## config.mk

```make
export PLATFORM = sky130hd
export DESIGN_NAME = evm_ctrl
export DESIGN_NICKNAME = d
export VERILOG_FILES = /design/src/rtl/evm_ctrl.sv
export SDC_FILE = /design/constraint.sdc
export NUM_CORES = 1
export LEC_CHECK = 0
export ABC_AREA = 0
export CORE_ASPECT_RATIO = 1.5
export CORE_MARGIN = 1
export CORE_UTILIZATION = 50
export DETAILED_ROUTE_END_ITERATION = 16
export PLACE_DENSITY_LB_ADDON = 0.12
export SLEW_MARGIN = 40
export SYNTH_ARGS = -nofsm -noshare
export SYNTH_HDL_FRONTEND = slang
export SYNTH_SLANG_ARGS = --single-unit
```

## constraint.sdc

```tcl
create_clock -name clk -period 2.44 [get_ports clk]
set_clock_uncertainty 0.1 [all_clocks]
set_input_delay 0.732 -clock clk [delete_from_list [all_inputs] [get_ports clk]]
set_output_delay 0.732 -clock clk [all_outputs]
set_load 0.05 [all_outputs]
```

## src/rtl/evm_ctrl.sv

```systemverilog
// Electronic voting machine controller: ballot arming, per-candidate counters, confirmation LED, poll close.
// Optional feature: define EVM_TOTAL_EN to add a saturating running total of acknowledged votes.
module evm_ctrl #(
    parameter int NUM_CAND = 9,
    parameter int CNT_W    = 8,
    parameter int LED_HOLD = 4,
    localparam int SEL_W   = $clog2(NUM_CAND + 1),
    localparam int TOT_W   = CNT_W + $clog2(NUM_CAND)
) (
    input  logic                      clk,
    input  logic                      rst_n,
    input  logic                      ballot_en,
    input  logic                      poll_close,
    input  logic                      vote_valid,
    input  logic [SEL_W-1:0]          button,
    output logic                      ballot_ready,
    output logic                      vote_ack,
    output logic                      vote_err,
    output logic [NUM_CAND*CNT_W-1:0] counts,
    output logic [NUM_CAND-1:0]       led,
    output logic [NUM_CAND-1:0]       sat,
    output logic                      closed
`ifdef EVM_TOTAL_EN
    ,
    output logic [TOT_W-1:0]          total
`endif
);

    localparam int HOLD_W = (LED_HOLD > 1) ? $clog2(LED_HOLD) : 1;
    localparam logic [HOLD_W-1:0] HOLD_LAST = HOLD_W'(LED_HOLD - 1);
    localparam logic [CNT_W-1:0]  CNT_MAX   = {CNT_W{1'b1}};

    typedef enum logic [1:0] {IDLE, ARMED, SHOW, CLOSED} state_t;

    state_t              state_reg;
    state_t              state_next;
    logic [HOLD_W-1:0]   hold_reg;
    logic [NUM_CAND-1:0] led_reg;
    logic [NUM_CAND-1:0] hit;
    logic                ack_reg;
    logic                err_reg;
    logic                btn_valid;
    logic                vote_accept;
    logic                vote_reject;

    // poll_close masks any press in the same cycle, so neither ack nor err can fire
    assign btn_valid   = (button != '0) && (button <= SEL_W'(NUM_CAND));
    assign vote_accept = (state_reg == ARMED) && vote_valid && btn_valid && !poll_close;
    assign vote_reject = (state_reg == ARMED) && vote_valid && !btn_valid && !poll_close;

    always_ff @(posedge clk or negedge rst_n) begin
        if (!rst_n) begin
            state_reg <= IDLE;
        end else begin
            state_reg <= state_next;
        end
    end

    always_comb begin
        state_next = state_reg;
        case (state_reg)
            IDLE:    if (ballot_en) state_next = ARMED;
            ARMED:   if (vote_accept) state_next = SHOW;
            SHOW:    if (hold_reg == HOLD_LAST) state_next = IDLE;
            CLOSED:  state_next = CLOSED;
            default: state_next = IDLE;
        endcase
        if (poll_close) begin
            state_next = CLOSED;
        end
    end

    always_comb begin
        ballot_ready = (state_reg == ARMED);
        closed       = (state_reg == CLOSED);
    end

    always_ff @(posedge clk or negedge rst_n) begin
        if (!rst_n) begin
            hold_reg <= '0;
            led_reg  <= '0;
            ack_reg  <= 1'b0;
            err_reg  <= 1'b0;
        end else begin
            ack_reg <= vote_accept;
            err_reg <= vote_reject;
            if (vote_accept) begin
                hold_reg <= '0;
            end else if (state_reg == SHOW) begin
                hold_reg <= hold_reg + 1'b1;
            end
            // led survives only while the machine stays in SHOW
            if (vote_accept) begin
                led_reg <= hit;
            end else if (state_next != SHOW) begin
                led_reg <= '0;
            end
        end
    end

    genvar gi;
    generate
        for (gi = 0; gi < NUM_CAND; gi++) begin : gen_cand
            logic [CNT_W-1:0] cnt_reg;
            logic             sat_reg;

            assign hit[gi] = vote_accept && (button == SEL_W'(gi + 1));

            always_ff @(posedge clk or negedge rst_n) begin
                if (!rst_n) begin
                    cnt_reg <= '0;
                    sat_reg <= 1'b0;
                end else if (hit[gi]) begin
                    if (cnt_reg == CNT_MAX) begin
                        sat_reg <= 1'b1;
                    end else begin
                        cnt_reg <= cnt_reg + 1'b1;
                    end
                end
            end

            assign counts[gi*CNT_W +: CNT_W] = cnt_reg;
            assign sat[gi]                   = sat_reg;
        end
    endgenerate

    assign led      = led_reg;
    assign vote_ack = ack_reg;
    assign vote_err = err_reg;

`ifdef EVM_TOTAL_EN
    logic [TOT_W-1:0] total_reg;

    always_ff @(posedge clk or negedge rst_n) begin
        if (!rst_n) begin
            total_reg <= '0;
        end else if (vote_accept && (total_reg != {TOT_W{1'b1}})) begin
            total_reg <= total_reg + 1'b1;
        end
    end

    assign total = total_reg;
`endif

endmodule

```

== Word-level counts from Yosys, hierarchy flattened ==
Cells that the tools add are included.
Storage, ports and cells
  flip-flop bits (word level): 96
  input port bits: 9
  word-level logic and storage cells: 114
Cells by class
  add/subtract/negate cells: 10
  magnitude comparators: 1
  equality and inequality tests: 23
  muxes and demuxes: 9
  bitwise gates (word level): 9
  reductions and logical operators: 39
Operators by type and width (number)
  adder 8 x 1 -> 8 bit, second input constant: 9
  == test 8 bit, second input constant: 9
  AND reduction 2 bit: 18
  two-way mux 9 bit: 2
  == test 4 x 3 -> 1 bit, second input constant: 4
  logical AND 1 bit: 15
  two-way mux 2 bit: 6
  inverter 1 bit: 9
  == test 4 x 2 -> 1 bit, second input constant: 2
  == test 4 bit, second input constant: 2
  case mux 2 bit (4 select lines): 1
  == test 2 bit, second input constant: 3
  == test 4 x 1 -> 1 bit, second input constant: 1
  <= comparator 4 bit, second input constant: 1
  nonzero test 2 bit: 2
  nonzero test 4 bit: 1
  adder 2 x 1 -> 2 bit, second input constant: 1
  == test 2 x 1 -> 1 bit, second input constant: 1
  logical NOT 1 bit: 2
  logical NOT 2 bit: 1
  != test 2 bit, second input constant: 1

== Longest topological paths before layout ==
  word-level depth: 10
  depth in mapped cells: 6
  gate-level depth less buffers: 5

== Least setup slack after synthesis ==
No wires, ideal clock.
  path type: input -> register
  start point: input button[3]
  end point: register gen_cand[3].cnt_reg[6]
  library setup time: 128 ps
  arrival: 1994 ps
  required time: 2212 ps
  setup slack: 219 ps
  cell stages on the path: 5
  buffers on the path: 1
  cells stage by stage: buf_2 and2b_2 nand3_2 or3_1 mux2_1
On the way
  word-level cells in the longest chain between the ends: 6
  elaborated cells on any way between the ends: 8
  those cells by class: order compare (1); eq/ne (1); reduce/logical (6)
Ends and longest elaborated chain
  from (decl): line 15  | input logic [SEL_W-1:0] button,
  <= comparator 4 bit / nonzero test 4 bit (equally long branches): line 47  | assign btn_valid = (button != '0) && (button <= SEL_W'(NUM_CAND));
  logical AND 1 bit: line 47
  logical AND 1 bit (2 in a row): line 48  | assign vote_accept = (state_reg == ARMED) && vote_valid && btn_valid && !poll_close;
  logical AND 1 bit *: line 107  | assign hit[gi] = vote_accept && (button == SEL_W'(gi + 1));
  AND reduction 2 bit (no line) *
  to (signal assigned): line 117  | cnt_reg <= cnt_reg + 1'b1;
  to (decl): line 104  | logic [CNT_W-1:0] cnt_reg;
Every way passes the cells marked *; elsewhere a longest branch is shown, timed or not.
A chain may end at the register's enable or synchronous reset.

== Final worst setup path ==
  start point: register gen_cand[6].cnt_reg[5]
  end point: output counts[53]
RTL lines
  from (decl): line 104
  from (signal assigned): line 117
  to (decl): line 19  | output logic [NUM_CAND*CNT_W-1:0] counts,
No word-level cell between the ends.

==> summary.md <==
| Metric | Value |
|---|---|
| Root Buffer | `clkbuf_16` |
| DR vias | `about 3.4k` |
| Starting Density | `52.1%` |
| CTS max path bufs | `2` |
| Die W | `78.9 um` |
| Fillers | `between 600 and 700` |
| Post-synth EDFFs | `0` |
| Initial antenna violation count | `0` |
| Synth top cells by count | `dfrtp_1 (96), xor2_1 (41), nand2_1 (34)` |
| RD Place Congestion | `0.793` |
| Post-synth ARST share | `100%` |
| Critical-path cell list | `clkdlybuf4s50_1` |
| Largest net degree at the start of global routing | `47` |
| Sequential share of the synthesized area | `between 50% and 60%` |
| Clock transition at path regs | `roughly 0.070 ns` |
| Kind of critical path | `register to output port` |
| Slew margin rel. | `just over 60%` |
| P_leak | `3.54 nW` |
| Setup Fix Bufs, Post-CTS | `0` |
| GR Overflow Total | `0` |
| Post-Route WL | `between 9000 and 10,000 um` |
| Unrepaired setup endpoints after global routing | `false` |
| Final min period | `roughly 2.4 ns` |
| Cts hold-fix bufs | `0` |
| Worst r2r dst | `gen_cand[2].cnt_reg[6]` |
| Reg2reg path depth | `5` |
| Crit end category | `output port` |
| First-pass GRT wire length | `between 15,000 and 20,000 um` |
| Max stage delay on crit path | `0.83 ns` |
| Top delay family on crit path | `buffers and inverters` |
| Core ar. | `roughly 8500 sq um` |
| # rows | `41` |
| Critical path peak fanout | `4` |
| Fin crit share | `a little over nine tenths` |
| Detailed Place HPWL | `between 7000 and 8000 um` |
| Sum of negative setup slack | `0 ns` |
| Setup violators final | `0` |
| Drt wl/cell | `approximately 15 um` |
| Worst r2r src | `state_reg[1]` |
| DR DRC count | `0` |
| Mapped Area | `4430 sq um` |
| Worst-margin pin slew | `about 0.58 ns` |
| Synth area leaders | `dfrtp_1 (54%), xor2_1 (8.1%), xnor2_1 (3.8%)` |
| Input/output buffers | `between 100 and 150` |
| First-iteration detailed-routing DRC count | `just over 200` |
| CP Buf/Inv Count | `1` |
| Final Hold Vio Count | `0` |
| Area taken by flip-flops and latches | `~2400 sq um` |
| Arrival time worst endpoint | `1.57 ns` |
| Worst Path Required | `about 1.6 ns` |
| Setup crit start kind | `register` |
| Power Total | `around 3.3 mW` |
| Area leader, netlist | `dfrtp_1` |
| Final Util | `between 70% and 80%` |
| Ys Warns | `0` |
| Critical-path top delay cell | `clkdlybuf4s50_1` |
| Pre-antenna DRT Iters | `4` |
| Yosys top cell area share | `54.2%` |
| Number of global-route vias before repair | `3,463` |
| Mean Syn Cell Area | `roughly 11 sq um` |
| Full die area | `~9300 sq um` |
| CTS tree | `done` |
| Slew Limit Fails | `0` |
| Pre-CTS WS | `-0.271 ns` |
| Clk_lat worst skew | `0.34 ns` |
| N_diodes | `0` |
| Vias/cell | `roughly 5.3` |
| Max FFs per register | `72` |
| Synth Instances | `a little under 400` |
| Most numerous cell in the Yosys netlist | `dfrtp_1` |
| Pwr/cell area | `around 530 nW/um^2` |
| Inserted Clock Buffers | `9` |
| Total of max-cap violations | `0` |
| Layout cells sized above 1 | `about 17%` |
| R2r setup slk | `0.48 ns` |
| Multi-input logic area | `roughly 1900 sq um` |
| Clk sinks | `96` |
| Area grow syn2layout | `38.5%` |
| HP Class | `primary input to asynchronous set/reset pin` |
| Max Freq | `around 0.42 GHz` |
| Yosys reg bits | `96` |
| Max H-tree Level | `3` |
| Worst VDD drop | `~0.00039 V` |
| Nets | `around 540` |
| Status | `finished, final reports clean` |
| Synthesized Nets | `around 400` |
| I/O pin count | `slightly above 100` |
| Post-synthesis cell type count | `between 40 and 50` |
| Min setup slack post-route | `between 0.03 and 0.04 ns` |
| Post-DRT Antenna Nets | `0` |
| GRT Util Overall | `between 20% and 30%` |
| Die height | `about 120 um` |
| Main synth FF type | `dfrtp_1` |
| Worst Hold Slack | `0.253 ns` |
[what timing repair did]
| action | CTS | global route |
|---|---|---|
| setup endpoints to repair | 14 | 23 |
| resized for setup | 14 | 23 |
| pin swaps | 0 | 0 |
[cell families (layout without fill, tap and decap cells)]
family / Yosys count / in the layout / synth area share [%]
xor gates and xnor gates: 60 / 60 / 11.9
buffers and inverters: 21 / 163 / 2.68
AOI/OAI and AO/OA: 18 / 18 / 3.78
and+or+nand+nor: 166 / 166 / 20.9
muxes: 15 / 15 / 3.75
adders and majority gates: 10 / 10 / 2.82
DFF: 96 / 96 / 54.2
[metrics by stage]
stage               area [sq um]  cells
floorplan                   4430    386
CTS                         6080    635
detailed placement          5780    619
global placement            5780    619
finish                      6140    635
global route                6140    635
[per-layer routing]
layer,vias to the layer above,track usage [%],share of wire (%)
met1,1665,27.9,42
met5,-,0,0
met3,11,2.72,4.1
met4,0,8.98,1.7
met2,88,39.0,52
li1,1630,-,-
[power by group]
part | internal [mW] | leakage, nW | total, mW | switching (mW)
clock | 0.920 | 0.158 | 1.51 | 0.592
combinational | 0.0519 | 2.07 | 0.127 | 0.0750
sequential | 1.60 | 1.31 | 1.61 | 0.00970
total | 2.58 | 3.54 | 3.25 | 0.677
[cells in the final DEF, fill, tap and decap left out, types with 5 or more instances in the layout]
master	instances
and3_1	9
dlygate4sd2_1	14
clkdlybuf4s50_1	53
a41o_1	5
ha_1	10
inv_1	8
dfrtp_1	96
nand2_1	34
nor3_1	14
xnor2_1	19
clkbuf_16	9
nand3_1	27
xor2_1	41
mux2_2	11
dlymetal6s2s_1	23
nor4_1	10
nor2_1	24
nand2b_1	5
nand4_1	16
buf_4	47
[cell type report]
class,instances,share of cell area (%)
Sequential cell,96,39.1
Timing Repair Buffer,139,21.7
Clock inverter,6,1.35
Tap cell,107,2.18
Inverter,8,0.489
Clock buffer,10,3.89
Multi-Input combinational cell,269,31.2
[worst max path at each step]
stage / end / from / slack [ns] / depth (start not counted)
after CTS: counts[37] / gen_cand[4].cnt_reg[5] / 0.0004 / 1
final: counts[53] / gen_cand[6].cnt_reg[5] / 0.03 / 1
after global placement: gen_cand[2].cnt_reg[6] / poll_close / -0.21 / 6
after global routing: counts[53] / gen_cand[6].cnt_reg[5] / 0.0008 / 1
after detailed placement: gen_cand[2].cnt_reg[6] / poll_close / -0.27 / 6
after floorplan: gen_cand[3].cnt_reg[6] / button[3] / 0.22 / 5
Power figures use the tool's default switching activity.
